**src/rtl/float_to_fixed.sv**
```systemverilog
// float_to_fixed
//   Two-stage pipeline that converts an IEEE-754 single-precision operand
//   into a signed-magnitude fixed-point value with 1 integer bit and
//   WORD_LENGTH-2 fractional bits, for the downstream CORDIC stage.
//   Magnitudes of 2.0 and above (and infinities) are clamped to the largest
//   representable magnitude. NaN produces zero with a flag. Zero and
//   subnormal operands flush to zero.
//
// Ports
//   clk          : sole clock, rising edge
//   rst          : asynchronous reset, active low
//   valid_i      : float_i holds an operand
//   ready_o      : operand accepted this cycle when valid_i is also high
//   float_i      : IEEE-754 single-precision operand
//   valid_o      : result outputs hold a valid result
//   ready_i      : downstream accepts the result this cycle
//   sign_o       : result sign (1 = negative; never set for zero magnitude)
//   integer_o    : integer bit of the magnitude
//   fractional_o : fractional bits of the magnitude, MSB weight 2^-1
//   sat_o        : result was clamped to maximum magnitude
//   nan_o        : operand was NaN
module float_to_fixed #(
   parameter int WORD_LENGTH = 21
) (
   input  logic                   clk,
   input  logic                   rst,
   input  logic                   valid_i,
   output logic                   ready_o,
   input  logic [31:0]            float_i,
   output logic                   valid_o,
   input  logic                   ready_i,
   output logic                   sign_o,
   output logic                   integer_o,
   output logic [WORD_LENGTH-3:0] fractional_o,
   output logic                   sat_o,
   output logic                   nan_o
);

   // Magnitude width: integer bit plus fractional bits.
   localparam int MW = WORD_LENGTH - 1;

   typedef enum logic [1:0] {
      CLS_ZERO,
      CLS_NORM,
      CLS_SAT,
      CLS_NAN
   } cls_t;

   logic        v1, v2;
   logic        en1, en2;

   logic        s1_sign;
   cls_t        s1_cls;
   logic [7:0]  s1_sh;
   logic [23:0] s1_mant;

   cls_t        d_cls;
   logic [7:0]  d_sh;
   logic [7:0]  d_exp;
   logic [22:0] d_man;

   logic [MW-1:0] r_mag;
   logic          r_sign;
   logic          r_sat;
   logic          r_nan;

   // Stage 2 advances when empty or drained; stage 1 when stage 2 makes room.
   assign en2     = !v2 || ready_i;
   assign en1     = !v1 || en2;
   assign ready_o = en1;
   assign valid_o = v2;

   // Stage 1 decode
   assign d_exp = float_i[30:23];
   assign d_man = float_i[22:0];

   always_comb begin
      d_cls = CLS_NORM;
      d_sh  = 8'd127 - d_exp;
      if (d_exp == 8'd0) begin
         d_cls = CLS_ZERO;
      end else if (d_exp == 8'hFF && d_man != 23'd0) begin
         d_cls = CLS_NAN;
      end else if (d_exp[7]) begin
         d_cls = CLS_SAT;
      end
   end

   always_ff @(posedge clk or negedge rst) begin
      if (!rst) begin
         v1      <= 1'b0;
         s1_sign <= 1'b0;
         s1_cls  <= CLS_ZERO;
         s1_sh   <= '0;
         s1_mant <= '0;
      end else if (en1) begin
         v1 <= valid_i;
         if (valid_i) begin
            s1_sign <= float_i[31];
            s1_cls  <= d_cls;
            s1_sh   <= d_sh;
            s1_mant <= {1'b1, d_man};
         end
      end
   end

   // Stage 2 shift and classification.
   // Shifting by the extra (24-MW) positions lands the top MW bits of the
   // aligned mantissa in the low bits, so the cast truncates toward zero.
   // Any sh >= MW pushes the leading one out entirely, giving zero.
   always_comb begin
      r_mag  = '0;
      r_sign = s1_sign;
      r_sat  = 1'b0;
      r_nan  = 1'b0;
      unique case (s1_cls)
         CLS_NORM: r_mag = MW'(s1_mant >> (8'(24 - MW) + s1_sh));
         CLS_SAT: begin
            r_mag = '1;
            r_sat = 1'b1;
         end
         CLS_NAN:  r_nan = 1'b1;
         default:  r_mag = '0;
      endcase
      if (r_mag == '0) begin
         r_sign = 1'b0;
      end
   end

   always_ff @(posedge clk or negedge rst) begin
      if (!rst) begin
         v2           <= 1'b0;
         sign_o       <= 1'b0;
         integer_o    <= 1'b0;
         fractional_o <= '0;
         sat_o        <= 1'b0;
         nan_o        <= 1'b0;
      end else if (en2) begin
         v2 <= v1;
         if (v1) begin
            sign_o                    <= r_sign;
            {integer_o, fractional_o} <= r_mag;
            sat_o                     <= r_sat;
            nan_o                     <= r_nan;
         end
      end
   end

endmodule

```
**config.mk**
```make
export PLATFORM = sky130hd
export DESIGN_NAME = float_to_fixed
export DESIGN_NICKNAME = d
export VERILOG_FILES = /design/src/rtl/float_to_fixed.sv
export SDC_FILE = /design/constraint.sdc
export NUM_CORES = 1
export LEC_CHECK = 0
export CORE_MARGIN = 1.5
export CORE_UTILIZATION = 55
export CTS_BUF_LIST = sky130_fd_sc_hd__clkbuf_8
export DETAILED_ROUTE_END_ITERATION = 7
export GPL_TIMING_DRIVEN = 0
export PLACE_DENSITY = 0.79
export RECOVER_POWER = 25
export SKIP_LAST_GASP = 1
export SLEW_MARGIN = 30
export SYNTH_ARGS = -nofsm -noshare
export SYNTH_HDL_FRONTEND = slang
export SYNTH_SLANG_ARGS = --single-unit
```
**constraint.sdc**
```tcl
create_clock -name clk -period 3.6 [get_ports clk]
set_clock_uncertainty 0.15 [all_clocks]
set_input_delay 0.9 -clock clk [delete_from_list [all_inputs] [get_ports clk]]
set_output_delay 0.9 -clock clk [all_outputs]
set_load 0.03 [all_outputs]
```
# Yosys cells after proc, flatten, opt, wreduce, memory -nomap -nowiden
# Index checks and enable logic that the tools add are counted.
# Widths: inputs -> output; s select.
[word_totals]
register_bits = 60
inputBits = 36
word_cells = 35
[classes]
n_addsub = 2
eq_ne = 4
shifts = 1
mux = 7
reduce_logical = 10
[op_table]
columns = ["op", "count"]
rows = [
  ["$pmux 20 s2", 1],
  ["$shr 24x8->20", 1],
  ["$reduce_bool 23->1", 1],
  ["$logic_not 20->1", 1],
  ["$add 3x8->8 const A", 1],
  ["$eq 8x8->1 const B", 1],
  ["$logic_not 8->1", 1],
  ["$sub 7x8->8 const A", 1],
  ["$mux 2", 3],
  ["$eq 2x2->1 const B", 2],
  ["$reduce_and 2->1", 2],
  ["$mux 1", 3],
  ["$eq 2x1->1 const B", 1],
  ["$logic_not 1->1", 2],
  ["$logic_or 1x1->1", 2],
  ["$logic_and 1x1->1", 1],
]

# Logic depth before layout (Yosys ltp)
# Gate-level depths: netlist of run 1.
[depth]
word_depth = 5
mapped_depth = 11

# Worst setup path after synthesis of run 1
# OpenSTA, ideal clock, no wires.
[synth_timing]
kind = "register to register"
start = "register s1_sh[2]"
end = "register sign_o"
setup_ns = 0.119
t_arrival_ns = 2.400
required_time_ns = 3.331
setup_slack_ns = 0.931
path_stages_with_launch = 11
synth_period_minus_slack_ns = 2.669
cell_sequence = "dfrtp_1 > ha_1 > buf_2 > buf_2 > mux4_2 > mux4_2 > a21oi_1 > a21oi_1 > nor2_1 > o2111ai_1 > o21a_1"
[synth_between]
elab_chain_len = 5
[synth_rtl]
columns = ["element", "line_no", "rtl"]
rows = [
  ["from (decl)", "54", "logic [7:0] s1_sh;"],
  ["from (signal assigned)", "101", "s1_sh <= d_sh;"],
  ["$add 3x8->8", "117", "CLS_NORM: r_mag = MW'(s1_mant >> (8'(24 - MW) + s1_sh));"],
  ["$shr 24x8->20", "117", ""],
  ["$pmux 20 s2", "116", "unique case (s1_cls)"],
  ["$logic_not 20->1", "125", "if (r_mag == '0) begin"],
  ["$mux 1", "125", ""],
  ["to (signal assigned)", "141", "sign_o <= r_sign;"],
  ["to (decl)", "32", "output logic sign_o,"],
]
# No other way between the ends.
# A chain may end at the register's enable or synchronous reset.

# Worst setup path after layout of run 1
# Ends and elaborated chain as after synthesis.

==> results of run 1 <==
==> routing by layer <==
| metal | GRT usage (%) | vias to the layer above | wire (um) |
|---|---|---|---|
| met5 | 0 | - | 0 |
| met4 | 12.3 | 0 | 325 |
| met3 | 4.80 | 27 | 523 |
| met2 | 47.6 | 140 | 5200 |
| met1 | 37.0 | 1714 | 4410 |
| li1 | - | 1605 | - |
==> per-stage QoR <==
step	cell area (sq um)	hold WS (ns)	util, %	total power [uW]	std cells
after floorplan	4080	0.322	-	1670	379
after global placement	4810	0.311	66.6	2010	538
after detailed placement	4830	0.320	66.9	2040	539
after CTS	5070	0.312	70.3	2800	555
after global routing	5050	0.377	70.1	2940	555
final	5050	0.329	70.1	2800	555
==> sequential cells by signal, summed over array words and instances (netlist names) <==
signal and flops:
fractional_o 19, integer_o 1, nan_o 1, s1_cls 2, s1_mant 24, s1_sh 8, s1_sign 1, sat_o 1
sign_o 1, v1 1, valid_o 1
==> layout make-up <==
| type | count | area (sq um) | area share (%) |
|---|---|---|---|
| multi-input cells | 284 | 2400 | 47.5 |
| clock inverters | 7 | 124 | 2.45 |
| well taps | 99 | 124 | 2.45 |
| plain buffers | 29 | 160 | 3.17 |
| inverters | 6 | 22.5 | 0.446 |
| flip-flops and latches | 60 | 1500 | 29.7 |
| clock buffers | 9 | 124 | 2.45 |
| repair buffers | 61 | 599 | 11.9 |
==> critical path, cell delays in order (launching register included) <==
cell and delay, ns:
dfrtp_1 0.42, ha_1 0.35, buf_2 0.25, buf_2 0.26, buf_1 0.45, nor3_1 0.14, nor4_1 0.41, a21oi_1 0.16
nor4b_1 0.33, nand4_1 0.15, o21a_1 0.19
==> power by group <==
group	switching, uW	internal [uW]	total [uW]	leakage (uW)
Sequential	95.8	779	875	0.000740
Combinational	622	544	1170	0.00115
Clock	299	464	763	0.000120
Total	1020	1790	2800	0.00201
==> path summary, 6_finish.rpt <==
| path | end | depth (start not counted) |
|---|---|---|
| setup / recovery | sign_o$_DFFE_PN0P_ | 10 |
| min in group asynchronous | v1$_DFFE_PN0N_ | 1 |
| hold reg to reg | fractional_o[12]$_DFFE_PN0P_ | 2 |
| hold / removal | fractional_o[12]$_DFFE_PN0P_ | 2 |
| setup reg to reg | sign_o$_DFFE_PN0P_ | 10 |
| max in group asynchronous | s1_mant[3]$_DFFE_PN0P_ | 2 |
==> synth_stat cells, drive strengths merged, types with 3 or more instances <==
master and count:
dfrtp 60, mux2 41, nand2 36, mux4 25
o21ai 24, nor2 18, buf 16, mux2i 15
clkbuf 13, a211oi 11, nand4 11, nor3 11
a21oi 10, nand2b 8, nor4 8, inv 6
nand3 6, ha 4, nor2b 4, o22ai 4
and2 3, nor4b 3, o2111ai 3, o31ai 3
or3 3
==> logic make-up after synthesis <==
family / count (synthesis)
AND/OR/NAND/NOR: 121
multiplexers: 81
AO/OA/AOI/OAI: 77
flip-flops: 60
buffers and inverters: 35
adder cells (fa/ha/maj): 4
XOR/XNOR: 1
==> qor.yml, run 1 <==
outcome:
  outcome: "complete, no violations"
timing:
  fin_crit_ns: 3.34
  hold_violations: 0
  setup_viol: 0
  period_share_pct: 92.9
  max_slew.worst_pin.slew_ns: 1.42
  relSlewSlack_pct: 5.42
  slew_viol_final: 0
  fin_ws_ns: 0.256
  tns_ns: 0
  fmax_mhz: 299
  rsz0062_at_grt: "no"
pwr:
  vdd_drop_max_v: 0.000289
  p_leak_uw: 0.00201
  p_per_area_nw_per_um2: 555
layout:
  diodes: 0
  drive_gt1_share_pct: 22.6
  final_common_cell: "dfrtp_1"
  nFillCells: 561
  layout.nets: 491
  area_growth_pct: 23.8
  final_cell_mix: "dfrtp_1 (60), clkdlybuf4s50_1 (59), nand2_1 (36)"
detailed_routing:
  drc: 0
  vias: 3486
  drt-vias-per-instance: 6.28
  wl_per_cell_um: 18.8
  drt_iter0_markers: 282
  first_pass_iters: 5
  wl_mm: 10.5
  ant_nets: 0
floorplanning:
  die_h_um: 89.2
  dieArea_sq_um: 7950
  fp-row-count: 31
  die_width_um: 89.2
  start_util_pct: 56.6
  coreArea_sq_um: 7210
  ios: 61
critical_path:
  reg2reg_from: "s1_sh[2]$_DFFE_PN0P_"
  startpoint: "s1_sh[2]$_DFFE_PN0P_"
  critical_path_class: "reg2reg"
  startpoint_type: "flop"
  end_kind: "flop"
  crit_path_max_fanout: 10
  reg2reg_slack_ns: 0.26
  cp.required_ns: 3.71
  worstPathArrival_ns: 3.45
yosys:
  synthesis.nets: 419
  yosys.area.top_type: "dfrtp_1"
  yosys.area.top_type_share_pct: 36.8
  synth-seq-cells: 60
  synthAdderAreaFrac_pct: 1.23
  syn_inst: 379
  synthMuxAreaShare_pct: 29.0
  ys_types: 56
  yosysSeqAreaShare_pct: 36.8
  synth_edf_count: 0
  netlist_top_cells_area: "dfrtp_1 (37%), mux4_2 (14%), mux2_2 (9.7%)"
  synthSimpleGateAreaFrac_pct: 15.2
  synth_top_family_by_area: "multiplexers"
  synthXorXnorAreaFrac_pct: 0.214
  syn_area_sq_um: 4080
  yosys_most_used_dff: "dfrtp_1"
  async_flop_share_pct: 100
  synth-warning-count: 0
  avgSynthCellArea_sq_um: 10.8
  synth_compound_area_share_pct: 13.2
global_route:
  grt_max_degree: 35
  antenna_found_initial: 0
  overflow: 0
  grt_pass1_vias: 3352
  grt_pass1_wl_mm: 17.0
  grt.total_usage_pct: 28.6
cts:
  clockBufferDepth: 2
  cts_tree: "done"
  insertion_delay_ns: 0.36
  postCtsHoldBufs: 0
  clk_pin_slew_ns: 0.08
  cts_buffers: 9
  cts_resized: 0
  cts_num_sinks: 60
  root_buffer: "clkbuf_8"
  cts_max_level: 3
  post_cts.repair.setup_buffers: 0
flow_run:
  maxCapViolCount: 0
placement:
  dp_slack_ns: 0.323
  gp_congestion: 0.959
  portBuffers: 60
  dp_hpwl_mm: 8.17
min_path:
  min-delay-start: "fractional_o[12]$_DFFE_PN0P_"
  hold_path_class: "reg2reg"
Power figures use the tool's default switching activity.
==> run 2: changes to the inputs <==
MAX_ROUTING_LAYER = met4   (was not set)
==> run 2 against run 1 <==
  * The run now ends with capacitance limit, slew limit left
  * Design area decreased by 0.89%
  * Worst hold slack better by 0.0018 ns
  * Via count shrank 0.20%
  * Flip-flop and latch count stayed put
  * Highest routed layer unchanged
  * Clock power shrank 18%
  * Combinational power hardly changed
  * Die area is the same
  * Largest cell class unchanged
  * Utilization shrank 0.62 points
  * Largest power group unchanged
==> qor.yml, run 2 (synthesized netlist as in run 1, its figures left out) <==
floorplanning:
  ios: 61  # unchanged
  start_util_pct: 56.6  # unchanged
  dieArea_sq_um: 7950  # unchanged
  die_h_um: 89.2  # unchanged
  fp-row-count: 31  # unchanged
  die_width_um: 89.2  # unchanged
  coreArea_sq_um: 7210  # unchanged
global_route:
  grt_pass1_wl_mm: 17.1  # +0.81%
  overflow: 0  # unchanged
  antenna_found_initial: 0  # unchanged
  grt_pass1_vias: 3298  # -1.6%
  grt.total_usage_pct: 30.0  # +1.4 points
  grt_max_degree: 33  # -5.7%
layout:
  area_growth_pct: 22.7
  top_regs: "s1_mant (24), fractional_o (19), s1_sh (8)"
  stdcell_area_sq_um: 5010  # -0.89%
  layout.nets: 491  # unchanged
  final_common_cell: "dfrtp_1"
  final_cell_mix: "dfrtp_1 (60), clkdlybuf4s50_1 (59), nand2_1 (36)"
  drive_gt1_share_pct: 22.8  # +0.22 points
  largest_reg_flops: 24  # unchanged
  diodes: 0  # unchanged
  nFillCells: 570  # +1.6%
  top_register: "s1_mant"
detailed_routing:
  ant_nets: 0  # unchanged
  drt_iter0_markers: 252  # -11%
  drc: 0  # unchanged
  drt-vias-per-instance: 6.27  # -0.20%
  wl_per_cell_um: 19.3  # +2.6%
  first_pass_iters: 5  # unchanged
  wl_mm: 10.7  # +2.6%
  vias: 3479  # -0.20%
timing:
  period_share_pct: 93.8  # +0.93 points
  hold_violations: 0  # unchanged
  relSlewSlack_pct: -1.32  # -6.7 points
  slew_viol_final: 30  # +30
  fin_ws_ns: 0.222  # -0.0335 ns
  rsz0062_at_grt: "no"
  fmax_mhz: 296  # -0.99%
  setup_viol: 0  # unchanged
  max_slew.worst_pin.slew_ns: 1.52  # +0.101 ns
  fin_crit_ns: 3.38  # +0.0335 ns
critical_path:
  reg2reg_slack_ns: 0.22  # -0.03 ns
  r2r_end: "sign_o$_DFFE_PN0P_"
  critical_path_class: "reg2reg"
  worstPathArrival_ns: 3.48  # +0.03 ns
  reg2reg_from: "s1_sh[2]$_DFFE_PN0P_"
  startpoint_type: "flop"
  crit_path_max_fanout: 10  # unchanged
  end_kind: "flop"
  reg2reg_depth: 10  # unchanged
  cp.required_ns: 3.70  # about the same
placement:
  dp_slack_ns: 0.303  # -0.0204 ns
  place_area_sq_um: 4830  # unchanged
  portBuffers: 60  # unchanged
  dp_hpwl_mm: 8.29  # +1.4%
  gp_congestion: 0.964  # +0.51%
pwr:
  vdd_drop_max_v: 0.000342  # +18%
  p_per_area_nw_per_um2: 533  # -3.8%
  p_leak_uw: 0.00199  # -0.93%
cts:
  cts_max_level: 3  # unchanged
  postCtsHoldBufs: 0  # unchanged
  cts_tree: "done"
  cts_num_sinks: 60  # unchanged
  cts_buffers: 9  # unchanged
  insertion_delay_ns: 0.35  # about the same
  clk_pin_slew_ns: 0.07  # about the same
  clockBufferDepth: 2  # unchanged
  root_buffer: "clkbuf_8"
min_path:
  worstHoldEndpoint: "fractional_o[13]$_DFFE_PN0P_"
  min-delay-start: "fractional_o[13]$_DFFE_PN0P_"
  whs_path_depth: 2  # unchanged
  hold_path_class: "reg2reg"
flow_run:
  maxCapViolCount: 1  # +1
outcome:
  violations: "capacitance limit, slew limit"
  outcome: "complete, but fails checks"
-- run 2: cell count changes in the layout (fill, tap and decap cells not counted) --
cell	previous run	this run
bufinv_16	3	1
clkinvlp_4	1	2
clkbuf_8	9	10
buf_1	2	1
clkinv_4	2	1
inv_6	1	0
clkbuf_2	1	2
clkinv_2	0	2
-- run 2: metal layers --
metal | up-vias | share of wire [%] | global-route usage, %
li1 | 1597 | - | -
met1 | 1697 | 41 | 36.0
met2 | 150 | 49 | 47.6
met3 | 35 | 6.3 | 7.11
met4 | 0 | 3.8 | 14.5
met5 | - | 0 | -
-- run 2: power breakdown --
part           leakage, uW  internal [uW]  switching (uW)
registers         0.000740            780            98.6
logic              0.00115            544             625
clock network    0.0000983            337             288
-- run 2: stage by stage --
step,power (uW),util (%),setup TNS (ns),cells,hold slack [ns]
2_1_floorplan,1670,-,0,379,0.322
3_3_place_gp,2020,66.6,-21.37,538,0.312
3_5_place_dp,2040,66.9,0,539,0.320
4_1_cts,2670,69.7,0,555,0.317
5_1_grt,2810,69.4,0,555,0.361
6_report,2670,69.4,0,555,0.331
-- run 2: worst max-delay path by stage --
stage | startpoint | endpoint | depth (start not counted)
finish | s1_sh[2]$_DFFE_PN0P_ | sign_o$_DFFE_PN0P_ | 10
global route | s1_sh[2]$_DFFE_PN0P_ | sign_o$_DFFE_PN0P_ | 10
CTS | ready_i | ready_o | 3
detailed placement | ready_i | ready_o | 3
global placement | rst | s1_mant[7]$_DFFE_PN0P_ | 1
floorplan | s1_sh[2]$_DFFE_PN0P_ | sign_o$_DFFE_PN0P_ | 10
-- run 2: what timing repair did --
item                       in CTS  in global routing
resized for setup               0                  1
setup endpoints to repair       0                  1
buffers inserted                0                  0
-- run 2: cell type report --
cell class / count / area, sq um / share of cell area (%)
well taps: 99 / 124 / 2.47
flip-flops and latches: 60 / 1500 / 30.0
repair buffers: 61 / 599 / 12.0
clock buffers: 10 / 138 / 2.75
multi-input cells: 284 / 2400 / 47.9
plain buffers: 29 / 161 / 3.22
clock inverters: 6 / 63.8 / 1.27
inverters: 6 / 22.5 / 0.450
-- run 2: worst max-delay path, cell delays in order, from the launching register on --
cell,delay [ns]
dfrtp_1,0.42
ha_1,0.35
buf_2,0.25
buf_2,0.27
or3_1,0.17
o32ai_1,0.10
a2111oi_0,0.69
nor3_1,0.21
nor4b_1,0.33
nand4_1,0.14
o21a_1,0.19
==> run 3: changes to the inputs <==
CORE_UTILIZATION = 45   (was 55)
GPL_TIMING_DRIVEN = 1   (was 0)
PLACE_DENSITY = 0.66   (was 0.79)
==> run 3 against run 2 <==
  * Critical endpoint unchanged
  * Worst hold slack improved by 0.0050 ns
  * Highest routed layer unchanged
  * Clock-buffer cell count up 1
  * Flip-flop and latch count is the same
  * Sequential power is 2.7% higher
  * Critical path depth down 1
  * Utilization is 13 points lower
  * The run now ends clean
  * Critical path type unchanged
==> qor.yml, run 3 (synthesized netlist as in run 1, its figures left out) <==
timing:
  period_share_pct: 92.0  # -1.8 points
  tns_ns: 0  # unchanged
  hold_violations: 0  # unchanged
  slew_viol_final: 0  # -100%
  setup_viol: 0  # unchanged
  finalHoldWorstSlack_ns: 0.336  # +0.00500 ns
  relSlewSlack_pct: 41.8  # +43 points
  max_slew.worst_pin.slew_ns: 0.866  # -0.654 ns
  rsz0062_at_grt: "no"
  fin_crit_ns: 3.31  # -0.0664 ns
  fmax_mhz: 302  # +2.0%
layout:
  layout.nets: 474  # -3.5%
  drive_gt1_share_pct: 23.5  # +0.66 points
  utilization_pct: 56.8  # -13 points
  largest_reg_flops: 24  # unchanged
  area_growth_pct: 21.8
  top_regs: "s1_mant (24), fractional_o (19), s1_sh (8)"
  diodes: 0  # unchanged
  top_register: "s1_mant"
  final_cell_mix: "dfrtp_1 (59), clkdlybuf4s50_1 (59), nand2_1 (36)"
global_route:
  antenna_found_initial: 0  # unchanged
  overflow: 0  # unchanged
  grt_pass1_wl_mm: 16.8  # -1.9%
  grt.total_usage_pct: 22.5  # -7.5 points
  grt_pass1_vias: 3197  # -3.1%
  grt_max_degree: 46  # +39%
detailed_routing:
  wl_mm: 9.99  # -6.9%
  drt-vias-per-instance: 6.02  # -3.9%
  drc: 0  # unchanged
  first_pass_iters: 4  # -1
  wl_per_cell_um: 18.3  # -5.5%
  ant_nets: 0  # unchanged
  drt_iter0_markers: 126  # -50%
  vias: 3295  # -5.3%
floorplanning:
  coreArea_sq_um: 8760  # +21%
  die_h_um: 98.3  # +10%
  dieArea_sq_um: 9660  # +21%
  fp-row-count: 34  # +9.7%
  start_util_pct: 46.6  # -10 points
  die_width_um: 98.3  # +10%
  ios: 61  # unchanged
pwr:
  combPwrFrac_pct: 42.2  # -1.6 points
  pwr-share-seq_pct: 34.0  # +1.1 points
  vdd_drop_max_v: 0.000227  # -33%
  p_leak_uw: 0.00197  # -0.93%
  total_power_uw: 2650  # -0.86%
  swShare_pct: 36.7  # -1.2 points
  clock_power_share_pct: 23.8  # +0.4 points
  p_per_area_nw_per_um2: 532  # -0.17%
  p_switching_uw: 972  # -3.9%
  power.internal_uw: 1680  # +0.97%
min_path:
  hold_path_class: "reg2reg"
  worstHoldEndpoint: "fractional_o[16]$_DFFE_PN0P_"
  whs_path_depth: 2  # unchanged
  min-delay-start: "fractional_o[16]$_DFFE_PN0P_"
critical_path:
  reg2reg_depth: 9  # -1
  reg2reg_slack_ns: 0.29  # +0.07 ns
  startpoint_type: "flop"
  cp.required_ns: 3.69  # about the same
  end_kind: "flop"
  worstPathArrival_ns: 3.41  # -0.07 ns
  r2r_end: "sign_o$_DFFE_PN0P_"
  crit_path_max_fanout: 18  # +8
  critical_path_class: "reg2reg"
  reg2reg_from: "s1_sh[3]$_DFFE_PN0P_"
cts:
  cts_tree: "done"
  clockBufferDepth: 2  # unchanged
  root_buffer: "clkbuf_8"
  cts_resized: 0  # unchanged
  clk_pin_slew_ns: 0.07  # about the same
  postCtsHoldBufs: 0  # unchanged
  cts_num_sinks: 60  # unchanged
  insertion_delay_ns: 0.35  # about the same
  post_cts.repair.setup_buffers: 0  # unchanged
  cts_buffers: 9  # unchanged
  cts_max_level: 3  # unchanged
placement:
  dp_hpwl_mm: 7.54  # -9.0%
  gp_congestion: 0.933  # -3.2%
  portBuffers: 60  # unchanged
outcome:
  outcome: "complete, no violations"
flow_run:
  maxCapViolCount: 0  # -1
-- run 3: final cells by class --
cell class / count / area [sq um]
fillers: 752 / 3790
multi-input cells: 284 / 2400
flip-flops and latches: 60 / 1500
repair buffers: 73 / 708
clock buffers: 11 / 151
well taps: 108 / 135
clock inverters: 5 / 51.3
inverters: 6 / 22.5
-- run 3: worst max-delay path, stage by stage (launching register included) --
cell and delay, ns:
dfrtp_1 0.48, ha_2 0.59, or3_1 0.19, o32ai_1 0.10, a2111oi_1 0.55, buf_4 0.20
nor3_1 0.06, nor4b_1 0.53, nand4_1 0.16, o21a_1 0.19
-- run 3: worst max path at each step --
stage | startpoint | endpoint | slack, ns | cells after the start
5_1_grt | s1_sh[3]$_DFFE_PN0P_ | sign_o$_DFFE_PN0P_ | 0.12 | 9
6_report | s1_sh[3]$_DFFE_PN0P_ | sign_o$_DFFE_PN0P_ | 0.29 | 9
2_1_floorplan | s1_sh[2]$_DFFE_PN0P_ | sign_o$_DFFE_PN0P_ | 0.93 | 10
4_1_cts | s1_sh[3]$_DFFE_PN0P_ | sign_o$_DFFE_PN0P_ | 0.04 | 9
3_3_place_gp | s1_sh[3]$_DFFE_PN0P_ | sign_o$_DFFE_PN0P_ | 0.20 | 9
3_5_place_dp | s1_sh[3]$_DFFE_PN0P_ | sign_o$_DFFE_PN0P_ | 0.14 | 9
-- run 3: stage by stage --
stage | cell area [sq um] | cells | setup WS [ns]
2_1_floorplan | 4080 | 379 | 0.931
3_3_place_gp | 4760 | 531 | 0.200
3_5_place_dp | 4770 | 531 | 0.139
4_1_cts | 4970 | 547 | 0.0370
5_1_grt | 4970 | 547 | 0.116
6_report | 4970 | 547 | 0.289
-- run 3: power groups by stage --
| stage | clock network (uW) | registers, uW | logic, uW |
|---|---|---|---|
| after CTS | 639 | 901 | 1110 |
| final | 630 | 902 | 1120 |
| after global placement | 0 | 907 | 1100 |
| after detailed placement | 0 | 911 | 1110 |
| after global routing | 667 | 921 | 1200 |
| after floorplan | 0 | 960 | 710 |
-- run 3: per-layer routing --
layer | vias up | wire length (um) | track usage [%]
li1 | 1568 | - | -
met1 | 1618 | 4650 | 30.6
met2 | 93 | 4690 | 34.1
met3 | 16 | 449 | 4.29
met4 | 0 | 202 | 7.58
met5 | - | 0 | -
